[config.mk]
export PLATFORM = sky130hd
export DESIGN_NAME = rrv64_axi_rd_burst_split
export DESIGN_NICKNAME = d
export VERILOG_FILES = /design/src/rtl/rrv64_top_param_pkg.sv /design/src/rtl/rrv64_axi_rd_burst_split.sv
export SDC_FILE = /design/constraint.sdc
export NUM_CORES = 1
export LEC_CHECK = 0
export CAP_MARGIN = 5
export CORE_ASPECT_RATIO = 1.4
export CORE_MARGIN = 2
export CORE_UTILIZATION = 44
export DETAILED_ROUTE_END_ITERATION = 6
export GPL_ROUTABILITY_DRIVEN = 0
export PLACE_DENSITY = 0.83
export SYNTH_ARGS = -nofsm -noshare
export SYNTH_HDL_FRONTEND = slang
export SYNTH_SLANG_ARGS = --single-unit
[constraint.sdc]
create_clock -name clk -period 4.5 [get_ports clk]
set_clock_uncertainty 0.05 [all_clocks]
set_input_delay 0.45 -clock clk [delete_from_list [all_inputs] [get_ports clk]]
set_output_delay 0.45 -clock clk [all_outputs]
set_load 0.01 [all_outputs]
[src/rtl/rrv64_top_param_pkg.sv]
// ---------------------------------------------------------------------------
// rrv64_top_param_pkg
//   Shared definitions for the rrv64 uncore AXI helpers:
//     - AXI burst-type and response-code constants
//     - rrv64_split_state_e : AR-side state of the read-burst splitter
//     - rrv64_split_len_legal : legality check for the sub-burst length
// ---------------------------------------------------------------------------
package rrv64_top_param_pkg;

  localparam logic [1:0] AXI_BURST_FIXED = 2'b00;
  localparam logic [1:0] AXI_BURST_INCR  = 2'b01;
  localparam logic [1:0] AXI_BURST_WRAP  = 2'b10;

  localparam logic [1:0] AXI_RESP_OKAY   = 2'b00;
  localparam logic [1:0] AXI_RESP_EXOKAY = 2'b01;
  localparam logic [1:0] AXI_RESP_SLVERR = 2'b10;
  localparam logic [1:0] AXI_RESP_DECERR = 2'b11;

  typedef enum logic [1:0] {
    IDLE   = 2'd0,
    ISSUE  = 2'd1,
    WAIT_R = 2'd2
  } rrv64_split_state_e;

  // Sub-burst length must be a power of two that fits a 4-bit arlen.
  function automatic bit rrv64_split_len_legal(input int len);
    return (len == 2) || (len == 4) || (len == 8) || (len == 16);
  endfunction

endpackage

[src/rtl/rrv64_axi_rd_burst_split.sv]
// ---------------------------------------------------------------------------
// rrv64_axi_rd_burst_split
//   Splits one AXI4 read burst (8-bit arlen, up to 256 beats) into a train of
//   sub-bursts of at most MAX_SUB_LEN beats for a 4-bit-arlen slave, and
//   merges the returned R beats back into one parent burst with a single
//   rlast. One parent burst is in flight at a time; its sub-ARs issue
//   back-to-back. The R path is a zero-latency combinational pass-through.
//
// Parameters
//   ADDR_W      address width
//   ID_W        ID width (passed through)
//   DATA_W      R data width
//   MAX_SUB_LEN beats per sub-burst: 2, 4, 8 or 16
//
// Ports
//   clk, rst_n                       clock, async active-low reset
//   s_ar*  (valid/ready/addr/id/len/size/burst)   parent AR from master
//   m_ar*  (valid/ready/addr/id/len/size/burst)   sub-burst AR to slave
//   m_r*   (valid/ready/data/id/resp/last)        sub-burst R from slave
//   s_r*   (valid/ready/data/id/resp/last)        merged R to master
//   busy                             a parent burst is in flight
//
// Build option
//   RRV64_AXI_SPLIT_STICKY_ERR_EN : once a beat of the parent returns SLVERR
//   or DECERR, all later beats of that parent report the same code (DECERR
//   wins over SLVERR). Undefined: rresp is forwarded per beat.
//
// AR FSM states
//   state  | meaning
//   IDLE   | s_arready=1, waiting for a parent AR
//   ISSUE  | presenting sub-ARs on m_ar*, one per m_arready
//   WAIT_R | all sub-ARs issued, waiting for the final merged beat
// ---------------------------------------------------------------------------
module rrv64_axi_rd_burst_split
  import rrv64_top_param_pkg::*;
#(
  parameter int ADDR_W      = 40,
  parameter int ID_W        = 4,
  parameter int DATA_W      = 64,
  parameter int MAX_SUB_LEN = 16
) (
  input  logic              clk,
  input  logic              rst_n,

  input  logic              s_arvalid,
  output logic              s_arready,
  input  logic [ADDR_W-1:0] s_araddr,
  input  logic [ID_W-1:0]   s_arid,
  input  logic [7:0]        s_arlen,
  input  logic [2:0]        s_arsize,
  input  logic [1:0]        s_arburst,

  output logic              m_arvalid,
  input  logic              m_arready,
  output logic [ADDR_W-1:0] m_araddr,
  output logic [ID_W-1:0]   m_arid,
  output logic [3:0]        m_arlen,
  output logic [2:0]        m_arsize,
  output logic [1:0]        m_arburst,

  input  logic              m_rvalid,
  output logic              m_rready,
  input  logic [DATA_W-1:0] m_rdata,
  input  logic [ID_W-1:0]   m_rid,
  input  logic [1:0]        m_rresp,
  input  logic              m_rlast,

  output logic              s_rvalid,
  input  logic              s_rready,
  output logic [DATA_W-1:0] s_rdata,
  output logic [ID_W-1:0]   s_rid,
  output logic [1:0]        s_rresp,
  output logic              s_rlast,

  output logic              busy
);

  generate
    if (!rrv64_split_len_legal(MAX_SUB_LEN)) begin : g_bad_sub_len
      $error("rrv64_axi_rd_burst_split: MAX_SUB_LEN must be 2, 4, 8 or 16");
    end
  endgenerate

  localparam logic [8:0] SUB_MAX = 9'(MAX_SUB_LEN);

  rrv64_split_state_e state_q, state_d;

  logic [ADDR_W-1:0] addr_q, addr_d;
  logic [ID_W-1:0]   id_q;
  logic [2:0]        size_q;
  logic [1:0]        burst_q;
  logic [8:0]        total_q;
  logic [8:0]        ar_left_q, ar_left_d;
  logic [8:0]        r_cnt_q;

  logic [8:0]        sub_len;
  logic [ADDR_W-1:0] addr_align;
  logic [ADDR_W-1:0] addr_incr;
  logic              s_ar_hs;
  logic              r_hs;
  logic              last_beat;

  // Framing comes from our own beat count, not the slave's per-sub-burst rlast.
  logic              unused_m_rlast;
  assign unused_m_rlast = m_rlast;

  assign s_ar_hs = s_arvalid & s_arready;
  assign r_hs    = m_rvalid & s_rready;

  assign sub_len = (ar_left_q > SUB_MAX) ? SUB_MAX : ar_left_q;

  // INCR continuation: the first sub-AR keeps the (possibly unaligned)
  // parent address, later ones start on a transfer-size boundary. The sum
  // wraps naturally at ADDR_W bits.
  assign addr_align = addr_q & ~((ADDR_W'(1) << size_q) - ADDR_W'(1));
  assign addr_incr  = addr_align + (ADDR_W'(sub_len) << size_q);

  assign last_beat = (r_cnt_q == (total_q - 9'd1));

  always_comb begin
    state_d   = state_q;
    addr_d    = addr_q;
    ar_left_d = ar_left_q;
    s_arready = 1'b0;
    m_arvalid = 1'b0;
    case (state_q)
      IDLE: begin
        s_arready = 1'b1;
        if (s_arvalid) state_d = ISSUE;
      end
      ISSUE: begin
        m_arvalid = 1'b1;
        if (m_arready) begin
          ar_left_d = ar_left_q - sub_len;
          if (burst_q == AXI_BURST_INCR) addr_d = addr_incr;
          if (ar_left_d == 9'd0) state_d = WAIT_R;
        end
      end
      WAIT_R: begin
        if (r_hs && last_beat) state_d = IDLE;
      end
      default: state_d = IDLE;
    endcase
  end

  always_ff @(posedge clk or negedge rst_n) begin
    if (!rst_n) begin
      state_q   <= IDLE;
      addr_q    <= '0;
      id_q      <= '0;
      size_q    <= '0;
      burst_q   <= '0;
      total_q   <= '0;
      ar_left_q <= '0;
      r_cnt_q   <= '0;
    end else begin
      state_q <= state_d;
      if (s_ar_hs) begin
        addr_q    <= s_araddr;
        id_q      <= s_arid;
        size_q    <= s_arsize;
        burst_q   <= s_arburst;
        total_q   <= {1'b0, s_arlen} + 9'd1;
        ar_left_q <= {1'b0, s_arlen} + 9'd1;
        r_cnt_q   <= '0;
      end else begin
        addr_q    <= addr_d;
        ar_left_q <= ar_left_d;
        if (r_hs) r_cnt_q <= r_cnt_q + 9'd1;
      end
    end
  end

  assign m_araddr  = addr_q;
  assign m_arid    = id_q;
  assign m_arsize  = size_q;
  assign m_arburst = burst_q;
  assign m_arlen   = (state_q == ISSUE) ? 4'(sub_len - 9'd1) : 4'd0;

  assign busy = (state_q != IDLE);

  assign s_rvalid = m_rvalid;
  assign m_rready = s_rready;
  assign s_rdata  = m_rdata;
  assign s_rid    = m_rid;
  assign s_rlast  = last_beat;

`ifdef RRV64_AXI_SPLIT_STICKY_ERR_EN
  logic [1:0] sticky_q;

  // The current beat already sees a latched error, and DECERR from either
  // source dominates SLVERR.
  always_comb begin
    if ((m_rresp == AXI_RESP_DECERR) || (sticky_q == AXI_RESP_DECERR))
      s_rresp = AXI_RESP_DECERR;
    else if ((m_rresp == AXI_RESP_SLVERR) || (sticky_q == AXI_RESP_SLVERR))
      s_rresp = AXI_RESP_SLVERR;
    else
      s_rresp = m_rresp;
  end

  always_ff @(posedge clk or negedge rst_n) begin
    if (!rst_n) begin
      sticky_q <= AXI_RESP_OKAY;
    end else if (state_q == IDLE) begin
      sticky_q <= AXI_RESP_OKAY;
    end else if (r_hs && s_rresp[1]) begin
      sticky_q <= s_rresp;
    end
  end
`else
  assign s_rresp = m_rresp;
`endif

  // A WRAP burst is forwarded as a single sub-burst, so it must fit in one.
  a_wrap_fits : assert property (@(posedge clk) disable iff (!rst_n)
    (s_ar_hs && (s_arburst == AXI_BURST_WRAP)) |-> ({1'b0, s_arlen} < SUB_MAX));

endmodule

==> out/results.ini <==
[synthesis]
synth_edf_count = 0
yosysWarnings = 0
synth_cells = 783
synthFlopType = dfrtp_1
ys_seq_area_share_pct = 31.7
async_reset_ff_share_pct = 100
ys_types = 60
syn-cell-area_um2 = 6160
ys_ff_latch = 78
avgSynthCellArea_um2 = 7.86

[power_and_ir_drop]
power_frac_comb_pct = 49.9
ir_drop_mv = 0.242
p_int_mw = 2.46
p_sw_share_pct = 42.8
seq_power_share_pct = 33.4
pwr_density_cell_nw_per_um2 = 591
power_leakage_nw = 2.99
power.switching_mw = 1.83
clock_power_share_pct = 16.7

[final_layout]
multi_input_area_um2 = 3440
drive_gt1_share_pct = 4.79
nets = 967
n_antenna_cell = 0
final_cell_mix = 120 x clkdlybuf4s50_1, 99 x nand2_1, 78 x dfrtp_1, 75 x nor2_1, 60 x a21oi_1
layout.cells.non_filler = 1000
final_common_cell = clkdlybuf4s50_1
nFillCells = 1327
area_delta_synth_final_pct = 18.0
design_area_um2 = 7270
seq_area_um2 = 1950
final_core_util_pct = 52.7

[grt]
grtUsageTotal_pct = 22.1
grt_max_degree = 79
grt_pass1_wl_um = 26700
grt_overflow = 0
grt_pass1_vias = 5546
antenna_found_initial = 0

[setup_path]
critical_path_required_ns = 4.73
startpoint_type = register
crit_path_cell_trace = nor3_2 > nand2b_1 > nor2_1 > nand2_1 > nor4_1 > ha_1 > fa_1 > a21oi_1 > o211ai_1 > nand4b_1 > a2111oi_4 > o21ai_2 > or4_1 > nand3_1
slowest_stage = a2111oi_4
worst-path-buf-inv = 0
cp_max_fo = 9
end_kind = register
critPathTopFamily = simple AND/OR/NAND/NOR gates
critPathMaxStageDelay_ns = 0.50
cp.arrival_ns = 4.28
path_class = register to register

[placement]
hpwlAfterDp_um = 12000
dp.cells = 984
numPortBuffers = 121
place_area_um2 = 6970

[clock_tree]
insertion_delay_ns = 0.34
cts.sinks = 78
clk_pin_slew_ns = 0.07
cts_setup_buffers = 0
cts_tree = built
hold_buffers = 0
cts_resized = 0
cts-buffers-inserted = 9
cts_root_buffer = clkbuf_16
clock_path_buffers = 2
ctsHtreeMaxLevel = 3

[sta]
min_period_ns = 4.05
max_slew_margin_pct = 31.4
fmax_mhz = 247
hold_viol = 0
whs_ns = 0.235
rsz0062_at_grt = false
setup_viol = 0
fin_tns_setup_ns = 0
finalCritPeriodShare_pct = 90.0
worst-slew-pin-transition_ns = 1.03
slew_viol_final = 0

[status]
status = finished clean

[drt]
viasPerCell = 5.61
dr.pass1.iters = 5
drc = 0
drtAntennaViolNets = 0
vias = 5614
postRouteWirelength_um = 16600
drt_first_iter_violations = 299
avgRoutedWirePerCell_um = 16.6

[die]
chipWidth_um = 104
start_util_pct = 44.7
coreArea_um2 = 13800
die_h_um = 144
ios = 263
dieArea_um2 = 15000
rows = 51

[hold_path]
hold_class = input pin to asynchronous set/reset pin

[flow_run]
drv_cap = 0

==> per-stage QoR <==
stage | power, mW | setup WS [ns]
6_report | 4.29 | 0.449
4_1_cts | 4.30 | 0.331
5_1_grt | 4.63 | 0.0925
3_3_place_gp | 3.50 | 0.501
2_1_floorplan | 2.79 | 0.548
3_5_place_dp | 3.56 | 0.369
==> layout make-up <==
type	instances	share of cell area (%)
clock buffer	9	3.10
clock inverter	7	0.844
inverter	18	0.930
multi-input combinational	572	47.4
sequential	78	26.9
tap	185	3.19
timing repair buffer	131	17.7
==> power by group through the flow <==
stage          logic, mW  registers [mW]  clock network (mW)
6_report            2.14            1.43               0.715
5_1_grt             2.38            1.49               0.763
4_1_cts             2.14            1.42               0.736
3_5_place_dp        2.13            1.43                   0
3_3_place_gp        2.08            1.42                   0
2_1_floorplan       1.47            1.32                   0
==> state kept, by name, summed over array words and instances, names as in the netlist <==
name and cells:
m_araddr 40, r_cnt_q 9, m_arsize 3, ar_left_q 9, m_arid 4, m_arburst 2
total_q 9, state_q 2
==> per-layer routing <==
metal  global-route usage, %  vias up  wire length, um
met4                    13.0        0              717
met2                    39.9      183             8410
met3                    3.85       77              880
li1                        -     2727                -
met1                    24.5     2627             6550
met5                       0        -                0
==> worst reg2reg max path, stage by stage, from the launching register on <==
cell and delay [ns]:
dfrtp_1 0.43, nor3_2 0.35, nand2b_1 0.17, nor2_1 0.22, nand2_1 0.15, nor4_1 0.22
ha_1 0.27, fa_1 0.23, a21oi_1 0.11, o211ai_1 0.25, nand4b_1 0.25, a2111oi_4 0.50
o21ai_2 0.19, or4_1 0.50, nand3_1 0.09
==> synth_stat cells, drive strengths merged, types with 20 or more instances <==
cell type	number	area [um^2]
a21oi	60	300
a31oi	20	125
buf	75	552
clkbuf	43	161
dfrtp	78	1950
ha	22	275
nand2	100	375
nand3	25	130
nor2	75	282
o21ai	48	244
xnor2	24	210
xor2	23	201
==> kinds of logic (layout without fill, tap and decap cells) <==
group	after synthesis	in the layout	synth area share (%)
and+or+nand+nor	300	300	23.6
other	2	5	0.122
AOI/OAI and AO/OA	189	189	19.0
xor gates and xnor gates	47	47	6.69
muxes	8	8	1.34
adders and majority gates	23	23	4.80
DFF	78	78	31.7
buffers and inverters	136	165	12.7
==> final timing paths <==
path / start / endpoint / slack (ns) / cells after the start
hold / removal: rst_n / m_arsize[2] / 0.23 / 1
hold reg to reg: m_arid[3] / m_arid[3] / 0.43 / 2
setup / recovery: ar_left_q[7] / m_araddr[38] / 0.45 / 14
max in group asynchronous: rst_n / m_araddr[27] / 3.49 / 1
setup reg to reg: ar_left_q[7] / m_araddr[38] / 0.45 / 14
min in group clk: m_arid[3] / m_arid[3] / 0.43 / 2
(Power assumes the default switching activity.)
==> variant 1, RTL diff (config.mk and constraints unchanged) <==
The parameter `ID_W` goes from 4 to 6.
--- a/src/rtl/rrv64_axi_rd_burst_split.sv
+++ b/src/rtl/rrv64_axi_rd_burst_split.sv
@@ -35,7 +35,7 @@
   import rrv64_top_param_pkg::*;
 #(
   parameter int ADDR_W      = 40,
-  parameter int ID_W        = 4,
+  parameter int ID_W        = 6,
   parameter int DATA_W      = 64,
   parameter int MAX_SUB_LEN = 16
 ) (
Interface: changed (resized m_arid, m_rid, s_arid and s_rid); port bits go from 263 to 271. No check against the original RTL was run, so the function may have changed too.
==> variant 1 against the original RTL <==
Power increased by 9.0%; global-route usage increased by 0.75 points; synthesized area decreased by 0.91%; sequential cell count increased by 2; design area increased by 0.69%; setup slack got worse by 110 ps; synthesized cell count decreased by 1.5%; first-iteration DRC count increased by 3.7%; wire length increased by 1.6%; maximum frequency decreased by 2.7%; hold slack improved by 25 ps; critical endpoint is now m_araddr[25]$_DFFE_PN0P_; highest routed layer unchanged.
==> variant 1: results (changes against the original RTL) <==
| Metric | Value |
|---|---|
| WL met2 | 8.56 mm (+1.8%) |
| Peak VDD IR | 0.000282 V (+16%) |
| Fillers | 1245 (-6.2%) |
| R2R setup slack | 340 ps (-110 ps) |
| Logic inverters | 11 (-7) |
| Met1 WL | 6.39 mm (-2.5%) |
| Register area | 2000 um^2 (+2.6%) |
| Lkg Pwr | 3.02 nW (+1.0%) |
| Synth top cells by count | nand2_1, dfrtp_1, buf_4, nor2_1, a21oi_1 |
| First-pass GRT wire length | 27.2 mm (+1.8%) |
| Clock power frac | 19.5% (+2.8 points) |
| Nets | 962 (-0.52%) |
| Pin count of the biggest net entering global routing | 81 (+2.5%) |
| Post-synthesis sequential area ratio | 32.8% (+1.1 points) |
| CP Capture Point | m_araddr[25]$_DFFE_PN0P_ |
| CP Max Fanout | 14 (+5) |
| Critical Path AT | 4370 ps (+90 ps) |
| # H-tree levels | 3 (unchanged) |
| WL/cell | 17.0 um (+2.9%) |
| Final non-clock buffer share | 18.2% (+0.49 points) |
| R2R Path Start | ar_left_q[6]$_DFFE_PN0P_ |
| GRT Overall Usage | 22.9% (+0.75 points) |
| Buffers outside the clock class | 134 (+2.3%) |
| Detail Placement HPWL | 12.4 mm (+3.1%) |
| Max reg flops | 40 (unchanged) |
| Switching Share | 40.9% (-1.9 points) |
| Via count | 5475 (-2.5%) |
| ClkCell Share | 5.03% (+1.1 points) |
| Relative slew slack | 28.5% (-2.9 points) |
| Vias in the first global route | 5610 (+1.2%) |
| Hold slack final | 260 ps (+25.3 ps) |
| DR WL met3 | 894 um (+1.6%) |
| Clock net sink count | 80 (+2.6%) |
| Clk_buf instances | 9 (unchanged) |
| RR Endpoint | m_araddr[25]$_DFFE_PN0P_ |
| Comb_multi_in | 565 (-1.2%) |
| Post-synth cell types | 61 (+1.7%) |
| Ratio of cells with drive above 1 in the final layout | 4.84% (+0.053 points) |
| Sequential share of power | 30.7% (-2.7 points) |
| Iter 0 DRT Violations | 310 (+3.7%) |
| Buffers on Ports | 125 (+3.3%) |
| Status | completed |
| Worst R2R Path Depth | 15 (+1) |
variant 1: changes by cell type in the layout (fill, tap and decap cells not counted), moves of 6 or more:
| cell | change |
|---|---|
| a21o_1 | -7 |
| o21ai_1 | +31 |
| nand2_1 | +16 |
| inv_1 | -7 |
| a31oi_1 | -10 |
| xor2_1 | +7 |
| o21ai_0 | -22 |
| nor3_1 | -6 |
variant 1: kinds of logic after synthesis:
family	share of synthesized area (%)
adders and majority gates	4.84
other	0.123
muxes	1.54
AOI/OAI and AO/OA	16.8
buffers and inverters	12.6
xor gates and xnor gates	8.33
and+or+nand+nor	23.0
DFF	32.8
variant 1: routing by layer:
metal / global-route usage, % / vias to the layer above
li1: - / 2643
met1: 24.4 / 2560
met2: 41.0 / 182
met3: 3.85 / 90
met4: 16.6 / 0
met5: 0 / -
variant 1: through the flow:
| stage | instances | util (%) | setup slack, ps | cell area (um^2) | total power, mW |
|---|---|---|---|---|---|
| final | 988 | 54.4 | 337 | 7320 | 4.68 |
| after global routing | 988 | 54.4 | 58.1 | 7320 | 5.02 |
| after CTS | 987 | 54.3 | 304 | 7310 | 4.68 |
| after detailed placement | 971 | 51.6 | 327 | 6940 | 3.74 |
| after global placement | 971 | 51.6 | 399 | 6940 | 3.68 |
| after floorplan | 774 | - | 626 | 6110 | 2.89 |
variant 1: worst max-delay path, stage by stage, from the launching register on:
cell and delay (ps):
dfrtp_1 460, or3_1 430, nor3_1 150, buf_4 220, o21a_1 170, nor2_1 50, a31oi_1 200, o21ai_1 90
ha_1 360, o211ai_1 130, o211a_1 280, o31a_1 410, o311ai_4 370, nand2_2 120, or4_1 400, a31oi_1 190
==> variant 2, RTL diff (config.mk and constraints unchanged) <==
Without the edit above. Encoding of `rrv64_split_state_e`: now one-hot (3 bits for 3 states).
--- a/src/rtl/rrv64_top_param_pkg.sv
+++ b/src/rtl/rrv64_top_param_pkg.sv
@@ -16,10 +16,10 @@
   localparam logic [1:0] AXI_RESP_SLVERR = 2'b10;
   localparam logic [1:0] AXI_RESP_DECERR = 2'b11;
 
-  typedef enum logic [1:0] {
-    IDLE   = 2'd0,
-    ISSUE  = 2'd1,
-    WAIT_R = 2'd2
+  typedef enum logic [2:0] {
+    IDLE   = 3'b001,
+    ISSUE  = 3'b010,
+    WAIT_R = 3'b100
   } rrv64_split_state_e;
 
   // Sub-burst length must be a power of two that fits a 4-bit arlen.
Formal check against the unedited RTL: same outputs for any inputs over 4 cycles, from zero or initial values and one cycle with rst_n low; so few cycles prove little.
==> variant 2 against the original RTL <==
Power is 6.0% higher; maximum frequency is 2.1% lower; setup slack worse by 88 ps; critical path depth rose by 3; design area decreased by 1.1%; synthesized area down 1.0%; wire length down 2.5%; sequential cell count is 1 higher; highest routed layer unchanged.
==> variant 2: results (changes against the original RTL) <==
| Metric | Value |
|---|---|
| Lkg Pwr | 2.91 nW (-2.6%) |
| Status | completed |
| Detail Placement HPWL | 11.4 mm (-5.0%) |
| Pin count of the biggest net entering global routing | 80 (+1.3%) |
| Routed WL | 16.1 mm (-2.5%) |
| Logic inverters | 11 (-7) |
| Worst R2R Path Depth | 17 (+3) |
| DR pass1 iterations | 6 (+1) |
| Ratio of cells with drive above 1 in the final layout | 5.18% (+0.40 points) |
| Syn Inst Count | 758 (-3.2%) |
| Critical Path AT | 4310 ps (+30 ps) |
| Fillers | 1246 (-6.1%) |
| Buffers outside the clock class | 132 (+0.76%) |
| WL/cell | 16.6 um (+0.19%) |
| Area share of fa/ha/maj cells after synthesis | 4.85% (+0.049 points) |
| Nets | 943 (-2.5%) |
| DR WL met3 | 698 um (-21%) |
| R2R Path Start | ar_left_q[5]$_DFFE_PN0P_ |
| Met2 Use GR | 37.0% (-2.8 points) |
| RR Endpoint | m_araddr[19]$_DFFE_PN0P_ |
| Met1 Usage GRT | 26.8% (+2.3 points) |
| Seq_cells | 79 (+1.3%) |
| Relative slew slack | 28.3% (-3.1 points) |
| Seq/total area | 27.5% (+0.68 points) |
| Met1 WL | 6.62 mm (+1.1%) |
| WL met2 | 8.12 mm (-3.4%) |
| Final non-clock buffer share | 18.0% (+0.30 points) |
| Iter 0 DRT Violations | 240 (-20%) |
| Placement Setup Slack | 393 ps (+24.2 ps) |
| Synth top cells by count | nand2_1, dfrtp_1, buf_4, nor2_1, o21ai_0 |
| Post-synthesis sequential area ratio | 32.5% (+0.76 points) |
| Core Box Area | 13500 um^2 (-2.4%) |
| Family with the most delay on the worst path | compound AO/OA/AOI/OAI gates |
| GRT Overall Usage | 21.9% (-0.17 points) |
| Via count | 5447 (-3.0%) |
| DP Area | 6890 um^2 (-1.2%) |
| First-pass GRT wire length | 25.6 mm (-4.1%) |
| Post-synth cell types | 70 (+17%) |
| Num CTS Buffers | 9 (unchanged) |
| Top post-synthesis cells by area | dfrtp_1, buf_4, nand2_1, ha_1, o21ai_0 |
| Clk_buf instances | 11 (+2) |
| Slowest-stage cell, CP | dfrtp_2 |
| Hold slack final | 224 ps (-10.9 ps) |
| Diodes inserted | 0 (unchanged) |
| Vias in the first global route | 5251 (-5.3%) |
| Met3 usage | 2.50% (-1.4 points) |
| Xor-xnor portion of the synthesized cell area | 6.75% (+0.069 points) |
| Multi-input gate share of total cell area | 46.7% (-0.73 points) |
| Setup Buffers After CTS | 0 (unchanged) |
| ClkCell Share | 4.06% (+0.11 points) |
| Compound-Gate Fraction of Synth Area | 18.9% (-0.11 points) |
| Fin util | 53.4% (+0.71 points) |
| # H-tree levels | 3 (unchanged) |
| CP max stage delay | 460 ps (-40 ps) |
| Mux share of post-synthesis cell area | 1.17% (-0.17 points) |
| Cells after DPL | 957 (-2.7%) |
| Comb_multi_in | 553 (-3.3%) |
-- variant 2: changes by cell type in the layout (fill, tap and decap cells not counted), moves of 6 or more --
cell and change:
a21oi_1 -16, a211oi_1 +6, nand4_1 -6, a31oi_1 -8, nor2_1 -11, o21a_1 +8, inv_1 -7
-- variant 2: worst register-to-register path, stage by stage, from the launching register on --
cell,delay (ps)
dfrtp_2,460
or3_1,440
nor3_1,170
buf_4,200
nand3_1,90
o21a_1,170
nor2_1,100
a31oi_1,80
nor2_1,160
ha_1,330
a211o_1,370
a21o_1,170
a221oi_1,240
o41a_1,340
buf_4,220
nor2_1,90
a211oi_1,280
a211oi_1,70
-- variant 2: report_power, final --
part / switching, mW / internal, mW / total (mW)
logic: 1.22 / 1.17 / 2.39
clock network: 0.298 / 0.430 / 0.728
registers: 0.424 / 1.01 / 1.44
total: 1.94 / 2.61 / 4.55
